## config.mk

```make
export PLATFORM = sky130hd
export DESIGN_NAME = chacha_stream_ctrl
export DESIGN_NICKNAME = d
export VERILOG_FILES = /design/src/rtl/chacha_stream_ctrl.sv
export SDC_FILE = /design/constraint.sdc
export NUM_CORES = 1
export LEC_CHECK = 0
export BUFFER_PORTS_ARGS = -buffer_cell sky130_fd_sc_hd__buf_2
export CAP_MARGIN = 20
export CORE_AREA = 4 4 642 644
export CTS_CLUSTER_DIAMETER = 80
export DETAILED_ROUTE_END_ITERATION = 16
export DIE_AREA = 0 0 646 648
export GPL_TIMING_DRIVEN = 0
export SLEW_MARGIN = 30
export SYNTH_ARGS = -nofsm -noshare
export SYNTH_HDL_FRONTEND = slang
export SYNTH_SLANG_ARGS = --single-unit
export TNS_END_PERCENT = 50
```

## constraint.sdc

```tcl
create_clock -name clk -period 2.9 [get_ports clk]
set_input_delay 0.58 -clock clk [delete_from_list [all_inputs] [get_ports clk]]
set_output_delay 0.58 -clock clk [all_outputs]
set_load 0.02 [all_outputs]
```

## src/rtl/chacha_stream_ctrl.sv

```systemverilog
// Block sequencer around the ChaCha20 core: packs 32-bit words into 512-bit blocks,
// tags each block with its counter, starts the core and returns the masked result.
module chacha_stream_ctrl #(
  parameter int WIDTH       = 32,
  parameter int BLOCK_WIDTH = 512,
  parameter int COUNT_WIDTH = 32
) (
  input  logic                   clk,
  input  logic                   resetn,
  input  logic [COUNT_WIDTH-1:0] init_counter,
  input  logic                   in_valid,
  output logic                   in_ready,
  input  logic [WIDTH-1:0]       in_data,
  input  logic                   in_last,
  output logic                   core_start,
  input  logic                   core_ready,
  input  logic                   core_valid,
  output logic [COUNT_WIDTH-1:0] core_block_count,
  output logic [BLOCK_WIDTH-1:0] core_data_in,
  input  logic [BLOCK_WIDTH-1:0] core_data_out,
  output logic                   out_valid,
  input  logic                   out_ready,
  output logic [BLOCK_WIDTH-1:0] out_data,
  output logic [4:0]             out_words,
  output logic                   out_last
);
  localparam int WORDS = BLOCK_WIDTH / WIDTH;
  localparam int IDX_W = $clog2(WORDS);

  typedef enum logic [1:0] {FILL, START, WAIT, OUT} state_t;

  state_t                 state_reg, state_next;
  logic [IDX_W-1:0]       index_reg;
  logic [4:0]             word_cnt_reg;
  logic [COUNT_WIDTH-1:0] counter_reg;
  logic [BLOCK_WIDTH-1:0] block_reg;
  logic [BLOCK_WIDTH-1:0] out_data_reg;
  logic [BLOCK_WIDTH-1:0] masked;
  logic [4:0]             out_words_reg;
  logic                   out_last_reg;
  logic                   in_msg_reg;
  logic                   last_reg;
  logic                   run_reg;
  logic                   accept;
  logic                   block_done;

  // run_reg keeps in_ready low until the first clock after reset release
  assign accept     = (state_reg == FILL) && run_reg && in_valid;
  assign block_done = accept && ((index_reg == IDX_W'(WORDS - 1)) || in_last);

  assign core_block_count = counter_reg;
  assign core_data_in     = block_reg;
  assign out_data         = out_data_reg;
  assign out_words        = out_words_reg;
  assign out_last         = out_last_reg;

  // Core output words beyond the message tail carry bare keystream; zero them
  for (genvar gi = 0; gi < WORDS; gi++) begin : g_mask
    assign masked[gi*WIDTH +: WIDTH] =
      (5'(gi) < word_cnt_reg) ? core_data_out[gi*WIDTH +: WIDTH] : '0;
  end

  always_comb begin
    state_next = state_reg;
    in_ready   = 1'b0;
    core_start = 1'b0;
    out_valid  = 1'b0;
    case (state_reg)
      FILL: begin
        in_ready = run_reg;
        if (block_done) state_next = START;
      end
      START: begin
        core_start = core_ready;
        if (core_ready) state_next = WAIT;
      end
      WAIT: begin
        if (core_valid) state_next = OUT;
      end
      OUT: begin
        out_valid = 1'b1;
        if (out_ready) state_next = FILL;
      end
      default: state_next = FILL;
    endcase
  end

  always_ff @(posedge clk or negedge resetn) begin
    if (!resetn) begin
      state_reg     <= FILL;
      run_reg       <= 1'b0;
      index_reg     <= '0;
      word_cnt_reg  <= '0;
      counter_reg   <= '0;
      block_reg     <= '0;
      out_data_reg  <= '0;
      out_words_reg <= '0;
      out_last_reg  <= 1'b0;
      in_msg_reg    <= 1'b0;
      last_reg      <= 1'b0;
    end else begin
      state_reg <= state_next;
      run_reg   <= 1'b1;
      case (state_reg)
        FILL: begin
          if (accept) begin
            block_reg[index_reg*WIDTH +: WIDTH] <= in_data;
            index_reg  <= index_reg + 1'b1;
            in_msg_reg <= 1'b1;
            if (!in_msg_reg) counter_reg <= init_counter;
            if (block_done) begin
              word_cnt_reg <= 5'(index_reg) + 5'd1;
              last_reg     <= in_last;
            end
          end
        end
        WAIT: begin
          if (core_valid) begin
            out_data_reg  <= masked;
            out_words_reg <= word_cnt_reg;
            out_last_reg  <= last_reg;
          end
        end
        OUT: begin
          if (out_ready) begin
            block_reg     <= '0;
            index_reg     <= '0;
            out_data_reg  <= '0;
            out_words_reg <= '0;
            out_last_reg  <= 1'b0;
            // A finished message frees the counter for reload; otherwise advance it
            if (last_reg) in_msg_reg <= 1'b0;
            else          counter_reg <= counter_reg + 1'b1;
          end
        end
        default: ;
      endcase
    end
  end
endmodule

```

==> impl_metrics.py, run 1 <==
metrics = {
    "sta": {
        "tightest_slew_ns": 0.917,
        "max_freq_mhz": 357,
        "period_minus_slack_ns": 2.80,
        "relSlewSlack": 0.388,
        "finalMaxSlewViolations": 0,
        "setup_viol": 0,
        "finClkSkew_ns": 0.0447,
        "period_share": 0.967,
        "timing.final.ws_setup_ns": 0.0962,
        "hold_viol": 113,
        "holdWs_ns": -0.201,
    },
    "power_and_ir_drop": {
        "p_int_mw": 38.1,
        "power_switching_mw": 33.8,
        "combPwrFrac": 0.451,
        "clockPowerShare": 0.241,
        "cellPowerDensity_nw_per_um2": 1080,
        "power_frac_seq": 0.308,
        "p_sw_frac": 0.470,
        "leakage_nw": 32.0,
        "max-vdd-ir-drop_v": 0.000553,
    },
    "logic_synthesis": {
        "post_synth.cell_area_avg_sq_um": 13.8,
        "syn_inst": 2858,
        "syn_nets": 3449,
        "synthTopCellsByArea": "dfrtp_1 68%, a22o_1 13%, o2bb2ai_1 8.5%",
        "synth_top_area_share": 0.681,
        "ys_types": 63,
        "syn-cell-area_sq_um": 39600,
        "yosysTopAreaCell": "dfrtp_1",
        "ys_ff_latch": 1076,
        "ys_async_sr_fraction": 1.00,
        "ys_seq_area_frac": 0.681,
        "ys.flop_type": "dfrtp_1",
        "ys.warnings.count": 0,
        "synth_edf_count": 0,
    },
    "clock_network": {
        "htreeDepth": 4,
        "cts_buffers": 137,
        "clock_sinks": 1076,
        "clockBufferDepth": 4,
        "path_clk_slew_ns": 0.06,
        "clk_latency_ns": 0.82,
        "cts_tree": "built",
        "ctsRootBufferMaster": "clkbuf_16",
    },
    "drt": {
        "vias_per_cell": 3.64,
        "wl_per_cell_um": 33.2,
        "drc": 0,
        "drt-initial-drc-count": 4135,
        "via_count": 39452,
        "wirelength_mm": 360,
        "wl_met2_mm": 170,
        "top_layer": "met5",
        "firstDrtPassIters": 8,
        "m1WireLength_mm": 128,
        "wl_met3_mm": 32.2,
        "antenna_left": 0,
    },
    "finish": {
        "final_cell_mix": "1693 x buf_2, 1073 x dfrtp_1, 580 x a22o_1, 495 x dlygate4sd3_1, 384 x o2bb2ai_1",
        "area_growth_pct": 67.6,
        "layout_commonest_cell": "buf_2",
        "drive_above_1_share": 0.417,
        "fin_util": 0.163,
        "fin_area_sq_um": 66300,
        "nets": 5781,
    },
    "worst_setup_path": {
        "worstSetupPathType": "flip-flop to flip-flop",
        "crit_fanout": 10,
        "worstPathArrival_ns": 3.54,
        "cp-end-kind": "flip-flop",
        "crit_path_start_kind": "flip-flop",
        "worstPathRequired_ns": 3.64,
    },
    "floorplanning": {
        "start_util": 0.0975,
        "fp-row-count": 234,
        "die_y_um": 648,
        "die_area_sq_um": 419000,
        "core_sq_um": 406000,
        "io_pins": 1648,
        "die_w_um": 646,
    },
    "global_route": {
        "antenna_found_initial": 129,
        "grt_pass1_vias": 38447,
        "grt.overflow.total": 0,
        "track_usage": 0.163,
        "grt_start_max_net_pins": 115,
        "grt_pass1_wl_mm": 443,
    },
    "placed_design": {
        "io_buffers": 1647,
        "dpl.hpwl_mm": 306,
        "dp_slack_ns": -1.67,
        "place_congestion": 1.01,
        "place_area_sq_um": 55300,
    },
    "status": {
        "outcome": "complete, but fails checks",
        "violations": "negative hold slack",
    },
    "job": {
        "drv_cap": 0,
    },
    "hold_path": {
        "min_path_type": "input pin to async pin",
    },
}
-- metrics by stage --
| step | TNS (ns) | power (mW) | hold slack, ns | instances |
|---|---|---|---|---|
| floorplan | 0 | 35.3 | 0.284 | 2858 |
| global placement | - | 52.2 | 0.462 | 9933 |
| detailed placement | -1469.82 | 52.6 | 0.464 | 9959 |
| CTS | 0 | 72.1 | -0.278 | 10702 |
| global route | -0.0981 | 74.6 | -0.231 | 10821 |
| finish | 0 | 71.9 | -0.201 | 10852 |
-- synthesized netlist by cell type (3+ instances only) --
cell type  instances
a21o_1             3
a21oi_1           38
a22o_1           580
a22oi_1            8
a31o_2             4
a31oi_1            5
a32o_1            32
and2_1             3
and3_1             8
buf_1             41
buf_2             33
buf_4              4
buf_6              3
clkbuf_1         165
dfrtp_1         1076
ha_1               8
inv_1             13
mux2_2             3
mux2i_1           12
nand2_1          183
nand2b_1           5
nand3_1           28
nand4_1           10
nor2_1            35
nor2b_1            3
nor3_1            21
nor4_1             7
o21ai_0           65
o21ai_1            9
o22ai_1           23
o2bb2ai_1        384
o31ai_1            3
or3_1              5
xnor2_1            3
-- final cells by class --
class / count / area (sq um)
diodes: 136 / 340
plain buffers: 242 / 1450
clock buffers: 188 / 3860
clock inverters: 49 / 566
fillers: 45248 / 340000
inverters: 13 / 52.6
multi-input cells: 1523 / 12100
flip-flops and latches: 1076 / 26900
well taps: 5428 / 6790
repair buffers: 2197 / 14200
-- final timing paths --
path | from | cells after the start | slack, ns | endpoint
max reg2reg | state_reg[0] | 8 | 0.1 | out_data[467]
min reg2reg | out_data[252] | 2 | 0.47 | out_data[252]
min | resetn | 2 | -0.20 | core_data_in[333]
max in group asynchronous | resetn | 7 | 0.21 | out_data[0]
max | state_reg[0] | 8 | 0.1 | out_data[467]
min in group clk | core_data_out[0] | 2 | 0.08 | out_data[0]
-- worst max-delay path, stage by stage, from the launching register on --
cell and delay [ns]:
dfrtp_1 0.42, ha_2 0.26, buf_6 0.21, inv_1 0.17, nand3_4 0.25, clkbuf_4 0.35, a21oi_2 0.41, clkbuf_1 0.42
a22o_1 0.21
-- power by group through the flow --
stage          combinational, mW  sequential [mW]  clock [mW]
3_5_place_dp                30.6             22.0           0
6_report                    32.4             22.1        17.3
4_1_cts                     32.4             21.9        17.7
2_1_floorplan               9.24             26.0           0
3_3_place_gp                30.1             22.1           0
5_1_grt                     33.9             22.5        18.3
-- metal layers --
metal | up-vias | track usage
li1 | 15879 | -
met1 | 20375 | 0.179
met2 | 2546 | 0.268
met3 | 632 | 0.0509
met4 | 20 | 0.111
met5 | - | 0.0103
-- cell families (layout without fill, tap and decap cells) --
kind of cell / Yosys count / in the layout / synth area share
AO/OA/AOI/OAI: 1168 / 1168 / 0.247
flip-flops: 1076 / 1076 / 0.681
AND/OR/NAND/NOR: 327 / 327 / 0.0386
buffers and inverters: 259 / 2689 / 0.0266
multiplexers: 15 / 15 / 0.00389
adder cells (fa/ha/maj): 8 / 8 / 0.00253
XOR/XNOR: 4 / 4 / 0.000886
other: 1 / 137 / 0.0000948
-- what timing repair did --
action | in CTS | in global routing
setup endpoints to repair | 1065 | 842
hold buffers | 497 | 4
gates resized for setup | 273 | 86
pin swaps | 6 | 9
gates cloned | 0 | 1
setup buffers | 12 | 10
endpoints found under the hold margin | 551 | 131
Power figures use the tool's default switching activity.
==> run 2: changes to the inputs <==
--- a/config.mk
+++ b/config.mk
@@ -12,6 +12,7 @@
 export DETAILED_ROUTE_END_ITERATION = 16
 export DIE_AREA = 0 0 646 648
 export GPL_TIMING_DRIVEN = 0
+export SETUP_SLACK_MARGIN = 0.2
 export SLEW_MARGIN = 30
 export SYNTH_ARGS = -nofsm -noshare
 export SYNTH_HDL_FRONTEND = slang
==> impl_metrics.py, run 2 (same netlist as run 1, synthesis figures left out) <==
metrics = {
    "finish": {
        "drive_above_1_share": 0.426,
        "nets": 5805,
        "final_cell_mix": "1693 x buf_2, 1073 x dfrtp_1, 580 x a22o_1, 495 x dlygate4sd3_1, 383 x o2bb2ai_1",
        "stdcell_count": 10866,
        "fill_cells": 45167,
        "area_growth_pct": 69.2,
        "layout_commonest_cell": "buf_2",
        "multi_input_area_sq_um": 12200,
        "seq_area_sq_um": 26900,
        "fin_util": 0.165,
    },
    "worst_setup_path": {
        "cp-end-kind": "flip-flop",
        "worstSetupPathType": "flip-flop to flip-flop",
        "reg2reg_slack_ns": 0.24,
        "crit_end": "out_data[76]",
        "timing.rr.end": "out_data[76]",
        "crit_fanout": 10,
        "crit_path_start": "state_reg[0]",
        "crit_path_start_kind": "flip-flop",
        "reg2reg_depth": 7,
        "worstPathArrival_ns": 3.42,
        "worstPathRequired_ns": 3.66,
        "rr_startpoint": "state_reg[0]",
    },
    "clock_network": {
        "path_clk_slew_ns": 0.06,
        "cts_tree": "built",
        "ctsRootBufferMaster": "clkbuf_16",
        "clk_latency_ns": 0.82,
        "htreeDepth": 4,
        "clockBufferDepth": 4,
        "clock_sinks": 1076,
        "cts_buffers": 137,
    },
    "floorplanning": {
        "io_pins": 1648,
        "die_w_um": 646,
        "core_sq_um": 406000,
        "start_util": 0.0975,
        "die_y_um": 648,
        "fp-row-count": 234,
        "die_area_sq_um": 419000,
    },
    "drt": {
        "firstDrtPassIters": 5,
        "wl_per_cell_um": 33.2,
        "wirelength_mm": 361,
        "drt-initial-drc-count": 3964,
        "vias_per_cell": 3.64,
        "via_count": 39577,
        "antenna_left": 0,
        "drc": 0,
    },
    "sta": {
        "period_share": 0.916,
        "finalMaxSlewViolations": 0,
        "period_minus_slack_ns": 2.66,
        "hold_viol": 113,
        "tightest_slew_ns": 1.05,
        "max_freq_mhz": 376,
        "setup_viol": 0,
        "rsz0062_at_grt": "yes",
        "holdWs_ns": -0.196,
        "relSlewSlack": 0.301,
        "finClkSkew_ns": 0.0457,
    },
    "hold_path": {
        "min_path_type": "input pin to async pin",
    },
    "global_route": {
        "grt_pass1_vias": 38658,
        "grt_pass1_wl_mm": 444,
        "antenna_found_initial": 130,
        "grt_start_max_net_pins": 115,
        "grt.overflow.total": 0,
        "track_usage": 0.163,
    },
    "placed_design": {
        "dp_cells": 9959,
        "place_congestion": 1.01,
        "dpl.hpwl_mm": 306,
        "io_buffers": 1647,
    },
    "power_and_ir_drop": {
        "power_switching_mw": 34.0,
        "cellPowerDensity_nw_per_um2": 1090,
        "power_frac_seq": 0.303,
        "max-vdd-ir-drop_v": 0.000552,
        "leakage_nw": 32.3,
        "finalPower_mw": 72.7,
        "p_sw_frac": 0.468,
        "p_int_mw": 38.7,
        "clockPowerShare": 0.238,
        "combPwrFrac": 0.458,
    },
    "job": {
        "drv_cap": 0,
    },
    "status": {
        "outcome": "complete, but fails checks",
        "violations": "negative hold slack",
    },
}
[run 2: changes by cell type in the layout (fill, tap and decap cells not counted), moves of 7 or more]
| cell | delta |
|---|---|
| nand2_1 | -7 |
| diode_2 | -10 |
| clkbuf_8 | +16 |
| buf_4 | +19 |
| clkbuf_1 | -15 |
| clkbuf_2 | -12 |
[run 2: power groups by stage]
stage	clock, mW	sequential [mW]	combinational, mW
after floorplan	0	26.0	9.24
after global placement	0	22.1	30.1
after detailed placement	0	22.0	30.6
after CTS	17.7	21.9	33.3
after global routing	18.3	22.4	34.8
final	17.3	22.1	33.3
[run 2: cell type report]
| cell class | instances | share of cell area |
|---|---|---|
| flip-flops and latches | 1076 | 0.402 |
| repair buffers | 2219 | 0.215 |
| multi-input cells | 1523 | 0.183 |
| well taps | 5428 | 0.101 |
| clock buffers | 188 | 0.0577 |
| plain buffers | 244 | 0.0266 |
| clock inverters | 49 | 0.00845 |
| diodes | 126 | 0.00471 |
| inverters | 13 | 0.000729 |
[run 2: per-stage QoR]
step                 TNS, ns  worst slack [ns]  cell area [sq um]
global placement           -            -24.16              54600
global route               0             0.154              66900
CTS                        0             0.110              66300
detailed placement  -1469.82             -1.67              55300
floorplan                  0             0.290              39600
finish                     0             0.243              66900
[run 2: worst min path at each step]
stage	slack [ns]	startpoint	to
detailed placement	0.46	out_words[4]	out_words[4]
floorplan	0.28	resetn	core_block_count[0]
finish	-0.20	resetn	core_data_in[333]
global route	-0.23	resetn	core_data_in[328]
CTS	-0.28	resetn	core_data_in[332]
global placement	0.46	out_words[4]	out_words[4]
[run 2: repair_timing]
item,4_1_cts,5_1_grt
resized for setup,378,96
setup buffers,35,7
cloned,2,1
setup endpoints to repair,1176,865
endpoints found under the hold margin,551,130
pin swaps,12,9
hold buffers,497,4
[run 2: layer usage]
metal,GRT usage,up-vias,wire length (um)
li1,-,15932,-
met1,0.178,20417,127000
met2,0.267,2560,169000
met3,0.0529,650,33000
met4,0.115,18,31200
met5,0.0113,-,744
[run 2: critical path, cell delays in order, from the launching register on]
cell and delay [ns]:
dfrtp_1 0.42, ha_2 0.27, buf_8 0.20, inv_1 0.17
and3_2 0.46, o31a_1 0.51, buf_2 0.38, a22o_1 0.18
